==> src/rtl/uart_buf_ctrl_pkg.sv <==
`default_nettype none
// ============================================================================
// Module   : uart_buf_ctrl_pkg
// Purpose  : Shared constants and read-FSM state encoding for the UART echo
//            circular-buffer controller and the RAM it sequences.
// Revision : 1.0 - initial release
// ============================================================================
package uart_buf_ctrl_pkg;

    // Default RAM geometry, shared with the 512x8 dual-port RAM instance
    localparam int C_ADDR_W       = 9;
    localparam int C_BUSY_TIMEOUT = 16;
    localparam int C_DROP_W       = 8;

    // Buffer depth for a given address width
    function automatic int buf_depth(input int addr_w);
        return 1 << addr_w;
    endfunction

    // Read-side FSM state encoding
    typedef logic [2:0] state_t;
    localparam state_t C_ST_IDLE      = 3'd0;
    localparam state_t C_ST_FETCH     = 3'd1;
    localparam state_t C_ST_SEND      = 3'd2;
    localparam state_t C_ST_WAIT_BUSY = 3'd3;
    localparam state_t C_ST_WAIT_DONE = 3'd4;

endpackage
`default_nettype wire

==> src/rtl/uart_buf_ptr.sv <==
`default_nettype none
// ============================================================================
// Module   : uart_buf_ptr
// Purpose  : Write/read pointers, occupancy count, full/empty flags and
//            dropped-byte accounting for the UART echo circular buffer.
// Revision : 1.0 - initial release
// ============================================================================
module uart_buf_ptr
    import uart_buf_ctrl_pkg::*;
#(
    parameter int ADDR_W = C_ADDR_W,
    parameter int DROP_W = C_DROP_W
) (
    input  logic              clk,
    input  logic              rst_n,
    input  logic              i_rx_rise,
    input  logic              i_pop,
    input  logic              i_flush,
    output logic [ADDR_W-1:0] o_wr_ptr,
    output logic [ADDR_W-1:0] o_rd_ptr,
    output logic [ADDR_W:0]   o_count,
    output logic              o_empty,
    output logic              o_full,
    output logic              o_overflow,
    output logic [DROP_W-1:0] o_drop_cnt,
    output logic              o_wr_en
);

    logic [ADDR_W-1:0] wr_ptr_q, wr_ptr_d;
    logic [ADDR_W-1:0] rd_ptr_q, rd_ptr_d;
    logic [ADDR_W:0]   count_q, count_d;
    logic              overflow_q, overflow_d;
    logic [DROP_W-1:0] drop_cnt_q, drop_cnt_d;
    logic              w_drop;

    // Flags and write strobe; count never exceeds DEPTH, so its MSB alone marks full
    always_comb begin
        o_full  = count_q[ADDR_W];
        o_empty = (count_q == '0);
        o_wr_en = i_rx_rise & ~o_full & ~i_flush;
        w_drop  = i_rx_rise &  o_full & ~i_flush;
    end

    // Next pointer/count/drop state; flush wins over any same-cycle write or pop
    always_comb begin
        wr_ptr_d   = wr_ptr_q;
        rd_ptr_d   = rd_ptr_q;
        count_d    = count_q;
        overflow_d = overflow_q;
        drop_cnt_d = drop_cnt_q;
        if (i_flush) begin
            wr_ptr_d   = '0;
            rd_ptr_d   = '0;
            count_d    = '0;
            overflow_d = 1'b0;
            drop_cnt_d = '0;
        end else begin
            // Pointers wrap naturally at DEPTH through their width
            if (o_wr_en) wr_ptr_d = wr_ptr_q + 1'b1;
            if (i_pop)   rd_ptr_d = rd_ptr_q + 1'b1;
            count_d = count_q + {{ADDR_W{1'b0}}, o_wr_en} - {{ADDR_W{1'b0}}, i_pop};
            if (w_drop) begin
                overflow_d = 1'b1;
                if (drop_cnt_q != '1) drop_cnt_d = drop_cnt_q + 1'b1;
            end
        end
    end

    // Buffer bookkeeping registers
    always_ff @(posedge clk or negedge rst_n) begin
        if (!rst_n) begin
            wr_ptr_q   <= '0;
            rd_ptr_q   <= '0;
            count_q    <= '0;
            overflow_q <= 1'b0;
            drop_cnt_q <= '0;
        end else begin
            wr_ptr_q   <= wr_ptr_d;
            rd_ptr_q   <= rd_ptr_d;
            count_q    <= count_d;
            overflow_q <= overflow_d;
            drop_cnt_q <= drop_cnt_d;
        end
    end

    assign o_wr_ptr   = wr_ptr_q;
    assign o_rd_ptr   = rd_ptr_q;
    assign o_count    = count_q;
    assign o_overflow = overflow_q;
    assign o_drop_cnt = drop_cnt_q;

endmodule
`default_nettype wire

==> src/rtl/uart_buf_ctrl.sv <==
`default_nettype none
// ============================================================================
// Module   : uart_buf_ctrl
// Purpose  : Circular-buffer controller between UART RX and TX in the echo
//            path: write-side edge detect plus fetch/send/wait read FSM.
// Revision : 1.0 - initial release
// ============================================================================
module uart_buf_ctrl
    import uart_buf_ctrl_pkg::*;
#(
    parameter int ADDR_W       = C_ADDR_W,
    parameter int BUSY_TIMEOUT = C_BUSY_TIMEOUT,
    parameter int DROP_W       = C_DROP_W
) (
    input  logic              ICE_CLK,
    input  logic              RST_N,
    input  logic              rx_dv,
    input  logic              flush,
    output logic [ADDR_W-1:0] ram_write_addr,
    output logic              ram_write_en,
    output logic [ADDR_W-1:0] ram_read_addr,
    output logic              tx_dv,
    input  logic              tx_done,
    output logic [ADDR_W:0]   count,
    output logic              empty,
    output logic              full,
    output logic              overflow,
    output logic [DROP_W-1:0] drop_cnt
);

    localparam int             BT_W        = $clog2(BUSY_TIMEOUT + 1);
    localparam logic [BT_W-1:0] c_busy_last = BT_W'(BUSY_TIMEOUT - 1);

    state_t          state_q, state_d;
    logic [BT_W-1:0] busy_cnt_q, busy_cnt_d;
    logic            rx_dv_q, rx_dv_d;
    logic            w_rx_rise;

    // A long rx_dv high still counts as a single byte
    always_comb begin
        rx_dv_d   = rx_dv;
        w_rx_rise = rx_dv & ~rx_dv_q;
    end

    uart_buf_ptr #(
        .ADDR_W (ADDR_W),
        .DROP_W (DROP_W)
    ) u_ptr (
        .clk        (ICE_CLK),
        .rst_n      (RST_N),
        .i_rx_rise  (w_rx_rise),
        .i_pop      (tx_dv),
        .i_flush    (flush),
        .o_wr_ptr   (ram_write_addr),
        .o_rd_ptr   (ram_read_addr),
        .o_count    (count),
        .o_empty    (empty),
        .o_full     (full),
        .o_overflow (overflow),
        .o_drop_cnt (drop_cnt),
        .o_wr_en    (ram_write_en)
    );

    // State, busy-timeout counter and rx_dv history registers
    always_ff @(posedge ICE_CLK or negedge RST_N) begin
        if (!RST_N) begin
            state_q    <= C_ST_IDLE;
            busy_cnt_q <= '0;
            rx_dv_q    <= 1'b0;
        end else begin
            state_q    <= state_d;
            busy_cnt_q <= busy_cnt_d;
            rx_dv_q    <= rx_dv_d;
        end
    end

    // Next-state logic; flush aborts a pending fetch/send but lets a byte on the wire finish
    always_comb begin
        state_d    = state_q;
        busy_cnt_d = busy_cnt_q;
        case (state_q)
            C_ST_IDLE: begin
                if (!flush && !empty && tx_done) state_d = C_ST_FETCH;
            end
            C_ST_FETCH: begin
                state_d = flush ? C_ST_IDLE : C_ST_SEND;
            end
            C_ST_SEND: begin
                busy_cnt_d = '0;
                state_d    = flush ? C_ST_IDLE : C_ST_WAIT_BUSY;
            end
            C_ST_WAIT_BUSY: begin
                // A transmitter that never reports busy is treated as having sent the byte
                if (!tx_done) begin
                    state_d = C_ST_WAIT_DONE;
                end else if (busy_cnt_q == c_busy_last) begin
                    state_d = C_ST_IDLE;
                end else begin
                    busy_cnt_d = busy_cnt_q + 1'b1;
                end
            end
            C_ST_WAIT_DONE: begin
                if (tx_done) state_d = C_ST_IDLE;
            end
            default: state_d = C_ST_IDLE;
        endcase
    end

    // Send strobe straight from state so reset drops it immediately; also the buffer pop
    always_comb begin
        tx_dv = (state_q == C_ST_SEND) & ~flush;
    end

endmodule
`default_nettype wire

==> config.mk <==
export PLATFORM = sky130hd
export DESIGN_NAME = uart_buf_ctrl
export DESIGN_NICKNAME = d
export VERILOG_FILES = /design/src/rtl/uart_buf_ctrl_pkg.sv /design/src/rtl/uart_buf_ptr.sv /design/src/rtl/uart_buf_ctrl.sv
export SDC_FILE = /design/constraint.sdc
export NUM_CORES = 1
export LEC_CHECK = 0
export CAP_MARGIN = 20
export CORE_MARGIN = 5
export CORE_UTILIZATION = 56
export DETAILED_ROUTE_END_ITERATION = 12
export HOLD_SLACK_MARGIN = 0.1
export PLACE_DENSITY_LB_ADDON = 0.3
export SLEW_MARGIN = 20
export SYNTH_ARGS = -nofsm -noshare
export SYNTH_HDL_FRONTEND = slang
export SYNTH_SLANG_ARGS = --single-unit
==> constraint.sdc <==
create_clock -name ICE_CLK -period 5 [get_ports ICE_CLK]
set_input_delay 1.5 -clock ICE_CLK [delete_from_list [all_inputs] [get_ports ICE_CLK]]
set_output_delay 1.5 -clock ICE_CLK [all_outputs]
set_load 0.05 [all_outputs]
* Word level (Yosys, flattened, before mapping)
Index checks and enable logic that the tools add are counted.
W data, S select, Z words.
** Cells by class
- Shift-type cells :: 0
- Bitwise gates (word level) :: 9
- Add/sub/neg operators :: 6
- Div/mod/pow operators :: 0
- Multipliers :: 0
- Equal/unequal tests :: 11
- Reductions and logical operators :: 14
- Multiplexer cells :: 20
- $lt $le $gt $ge :: 0
** Operator list (number)
- $mux W9 :: 4
- $mux W8 :: 3
- $add A9 B1 Y9 const B :: 2
- $pmux W3 S5 :: 1
- $mux W3 :: 4
- $add A10 B1 Y10 :: 1
- $logic_not A10 Y1 :: 1
- $mux W10 :: 1
- $mux W5 :: 2
- $pmux W5 S2 :: 1
- $reduce_bool A2 Y1 :: 5
- $sub A10 B1 Y10 :: 1
- $add A8 B1 Y8 const B :: 1
- $ne A2 B2 Y1 const B :: 4
- $ne A8 B8 Y1 const B :: 1
- $and A1 B1 Y1 :: 6
- $eq A3 B2 Y1 const B :: 2
- $reduce_and A3 Y1 :: 2
- $add A5 B1 Y5 const B :: 1
- $eq A5 B4 Y1 const B :: 1
- $mux W2 :: 2
- $eq A3 B1 Y1 const B :: 1
- $eq A3 B3 Y1 const B :: 1
- $logic_not A3 Y1 :: 1
- 6 further kinds :: 11
** Storage, ports and cells
- Word-level logic and storage cells :: 68
- Bits in writable memories :: 0
- ROM bits :: 0
- Bits in latches :: 0
- Register bits after elaboration :: 46
- Output and inout bits :: 41
- Memories :: 0

* Longest topological paths before layout
Gate-level depths: netlist of the first run.
- Word-level depth :: 7
- Depth in mapped cells :: 12
- Depth with buffers taken out :: 10

* Cells and area by module
Synthesis of the first run repeated with hierarchy kept, for this count alone.
** Second synthesis, totals
- Cells, all modules :: 260
- Area, all modules :: 2591.2 µm²
** Modules (own cells, without submodules)
- uart_buf_ptr :: area an instance 2085.8 µm², times used 1, cells an instance 211
- uart_buf_ctrl :: area an instance 505.5 µm², times used 1, cells an instance 49

* Worst setup path before layout of the first run
OpenSTA, ideal clock, no wires.
- Path type :: input to output
- Start point :: input flush
- End point :: output ram_write_en
- Buffers on the path :: 2
- Required time :: 3500 ps
- Cell stages on the path :: 3
- Data arrival time :: 2603 ps
- Slack :: 897 ps
- Cell sequence :: clkbuf_1 clkbuf_1 nor2b_1
** On the way
- Longest elaborated chain between the ends :: 2
** Ends and longest elaborated chain
- start, declared :: line uart_buf_ctrl.sv:18 : input logic flush,
- $not A1 Y1 :: line uart_buf_ptr.sv:40 : o_wr_en = i_rx_rise & ~o_full & ~i_flush;
- $and A1 B1 Y1 :: line uart_buf_ptr.sv:40
- end, declared :: line uart_buf_ctrl.sv:20 : output logic ram_write_en,
Every way passes these cells.

* Worst setup path after layout of the first run
- Start point :: input rx_dv
- End point :: output ram_write_en
** On the way
- Longest elaborated chain between the ends :: 3
** Ends and longest elaborated chain
- start, declared :: line uart_buf_ctrl.sv:17 : input logic rx_dv,
- $and A1 B1 Y1 :: line uart_buf_ctrl.sv:42 : w_rx_rise = rx_dv & ~rx_dv_q;
- $and A1 B1 Y1 (2 in a row) :: line uart_buf_ptr.sv:40
Every way passes these cells.

==> impl_metrics.toml, run 1 <==
[run_status]
outcome = "finished, final reports clean"

[cts]
post-cts-setup-buffer-count = 0
cts_root_buf = "clkbuf_8"
clockBufferDepth = 2
numCtsBuffers = 5
cts_hold_buf = 0
clk_pin_slew_worst_paths_ns = 0.08
cts_tree = "built"
cts.sinks = 46
insertion_delay_ns = 0.29
htreeDepth = 2
cts.repair.resized = 0

[grt]
grt_pass1_wl_um = 8630
grt_max_degree = 47
grt_pass1_vias = 1910
antenna_found_initial = 0
overflow = 0
grt_usage_pct = 17.5

[route]
dr.pass1.iters = 4
num_vias = 1882
route.detailed.drc = 0
avgViaCountPerCell = 5.35
route.antenna.remaining_nets = 0
first_iter_violations = 55
wire_per_inst_um = 13.9
wl_um = 4880

[synthesis]
synth_area_leader_cell = "dfrtp_1"
yosysUniqueCellTypes = 40
syn-cell-area_um2 = 2530
synth_area_leaders = "dfrtp_1, ha_1, nor2_1"
ys_seq_area_share_pct = 45.4
ys_seq_elements = 46
syn_area_per_cell_um2 = 9.90
netlist_instances = 256
ys.warnings.count = 0
synth_edf_count = 0
postSynth.asyncResetShare_pct = 100
synth_nets = 280
yosys-top-cells-count = "nor2_1, dfrtp_1, ha_1"
yosysTopAreaCellShare_pct = 45.4
ys.flop_type = "dfrtp_1"
synth_most_common_cell = "nor2_1"

[setup_path]
worstPathRequired_ns = 3.50
crit_fanout = 6
crit_arrival_ns = 2.80
cp-end-kind = "primary output"
rrSetupSlack_ns = 1.83
worst-setup-path-type = "in -> out"
startpoint_type = "input port"

[floorplan]
start_util_pct = 57.8
rows = 24
core_area_um2 = 4380
ioPinCount = 46
die_area_um2 = 5970
dieWidth_um = 77.3
die_h_um = 77.3

[timing]
fin_tns_setup_ns = 0
min_period_ns = 4.30
worst_slew_pin_slew_ns = 0.626
setup_viol = 0
post-route-period-util_pct = 86.1
hold_viol = 0
max_freq_ghz = 0.232
drv_slew = 0
clock_skew_ns = 0.00461
relSlewSlack_pct = 57.7
rsz0062_at_grt = "false"

[cells_and_area]
utilization_pct = 70.6
area_delta_synth_final_pct = 22.2
antennaDiodeCount = 0
layout-drive-gt1-share_pct = 5.67
final_nets = 324

[run]
cap_violations = 0

[power]
ir_drop_uv = 368
p_per_area_nw_per_um2 = 462
p_leak_nw = 1.40

[placed_design]
io_buffers = 45
gp_congestion = 0.880
dp_hpwl_um = 3560

[min_path]
hold_class = "reg -> reg"
[flip-flops by register name, summed over array words and instances (netlist names)]
signal and flops:
busy_cnt_q 5, rx_dv_q 1, state_q 3, u_ptr.o_count 10, u_ptr.o_drop_cnt 8, u_ptr.o_overflow 1, u_ptr.o_rd_ptr 9, u_ptr.o_wr_ptr 9
[critical path, cell delays in order]
cell,delay [ns]
clkdlybuf4s50_1,0.49
nor3b_2,0.16
buf_4,0.16
nor2b_1,0.30
buf_12,0.18
[area by class of cell]
class,count,area [um^2]
timing repair buffer,47,483
clock buffer,7,76.3
fill,347,1290
inverter,14,52.6
tap,52,65.1
sequential,46,1150
multi-input combinational,186,1270
[through the flow]
step           total power, mW  hold WS, ns  instance area (um^2)  worst slack [ns]  std cells
2_1_floorplan             1.05        0.469                  2530             0.897        256
3_3_place_gp              1.22        0.483                  3020             0.716        345
3_5_place_dp              1.23        0.490                  3020             0.687        345
4_1_cts                   1.45        0.508                  3090             0.682        352
5_1_grt                   1.54        0.568                  3100             0.611        352
6_report                  1.43        0.501                  3100             0.697        352
[layout by cell type (no fill, tap or decap), types with 6 or more instances in the layout]
| master | n |
|---|---|
| xor2_1 | 17 |
| clkdlybuf4s50_1 | 42 |
| ha_1 | 18 |
| inv_1 | 14 |
| nand3_1 | 11 |
| nor2_1 | 48 |
| a21oi_1 | 6 |
| dfrtp_1 | 46 |
| nand2_1 | 13 |
| xnor2_1 | 15 |
[cells by family (layout without fill, tap and decap cells)]
kind of cell	Yosys count	count (layout)	share of synthesized area, %
AND/OR/NAND/NOR	110	110	22.5
flip-flops	46	46	45.4
XOR/XNOR	32	32	11.1
buffers and inverters	24	68	4.49
AO/OA/AOI/OAI	22	22	5.58
adder cells (fa/ha/maj)	19	19	9.68
multiplexers	3	3	1.23
[path summary, 6_finish.rpt]
path / from / to / depth (start not counted)
min in group asynchronous: RST_N / state_q[1] / 1
max: rx_dv / ram_write_en / 5
max reg2reg: state_q[2] / u_ptr.o_count[9] / 8
min: u_ptr.o_overflow / u_ptr.o_overflow / 2
min reg2reg: u_ptr.o_overflow / u_ptr.o_overflow / 2
max in group asynchronous: RST_N / u_ptr.o_wr_ptr[8] / 1
[report_power, final]
part | internal (mW) | total (mW) | switching [mW] | leakage (nW)
Clock | 0.0964 | 0.212 | 0.115 | 0.0383
Combinational | 0.303 | 0.739 | 0.436 | 0.735
Sequential | 0.423 | 0.479 | 0.0557 | 0.628
[per-layer routing]
layer | track usage, % | wire [um] | part of all wire [%] | up-vias
li1 | - | - | - | 939
met1 | 24.0 | 2370 | 49 | 906
met2 | 28.1 | 2290 | 47 | 29
met3 | 2.93 | 157 | 3.2 | 8
met4 | 6.01 | 63 | 1.3 | 0
met5 | 0 | 0 | 0 | -
(Power assumes the default switching activity.)
==> run 2: changes to the inputs <==
Settings changed: CAP_MARGIN 20 to default.
==> results of run 2 <==
Same layout as run 1: the final DEF is identical, and so are final timing and power.
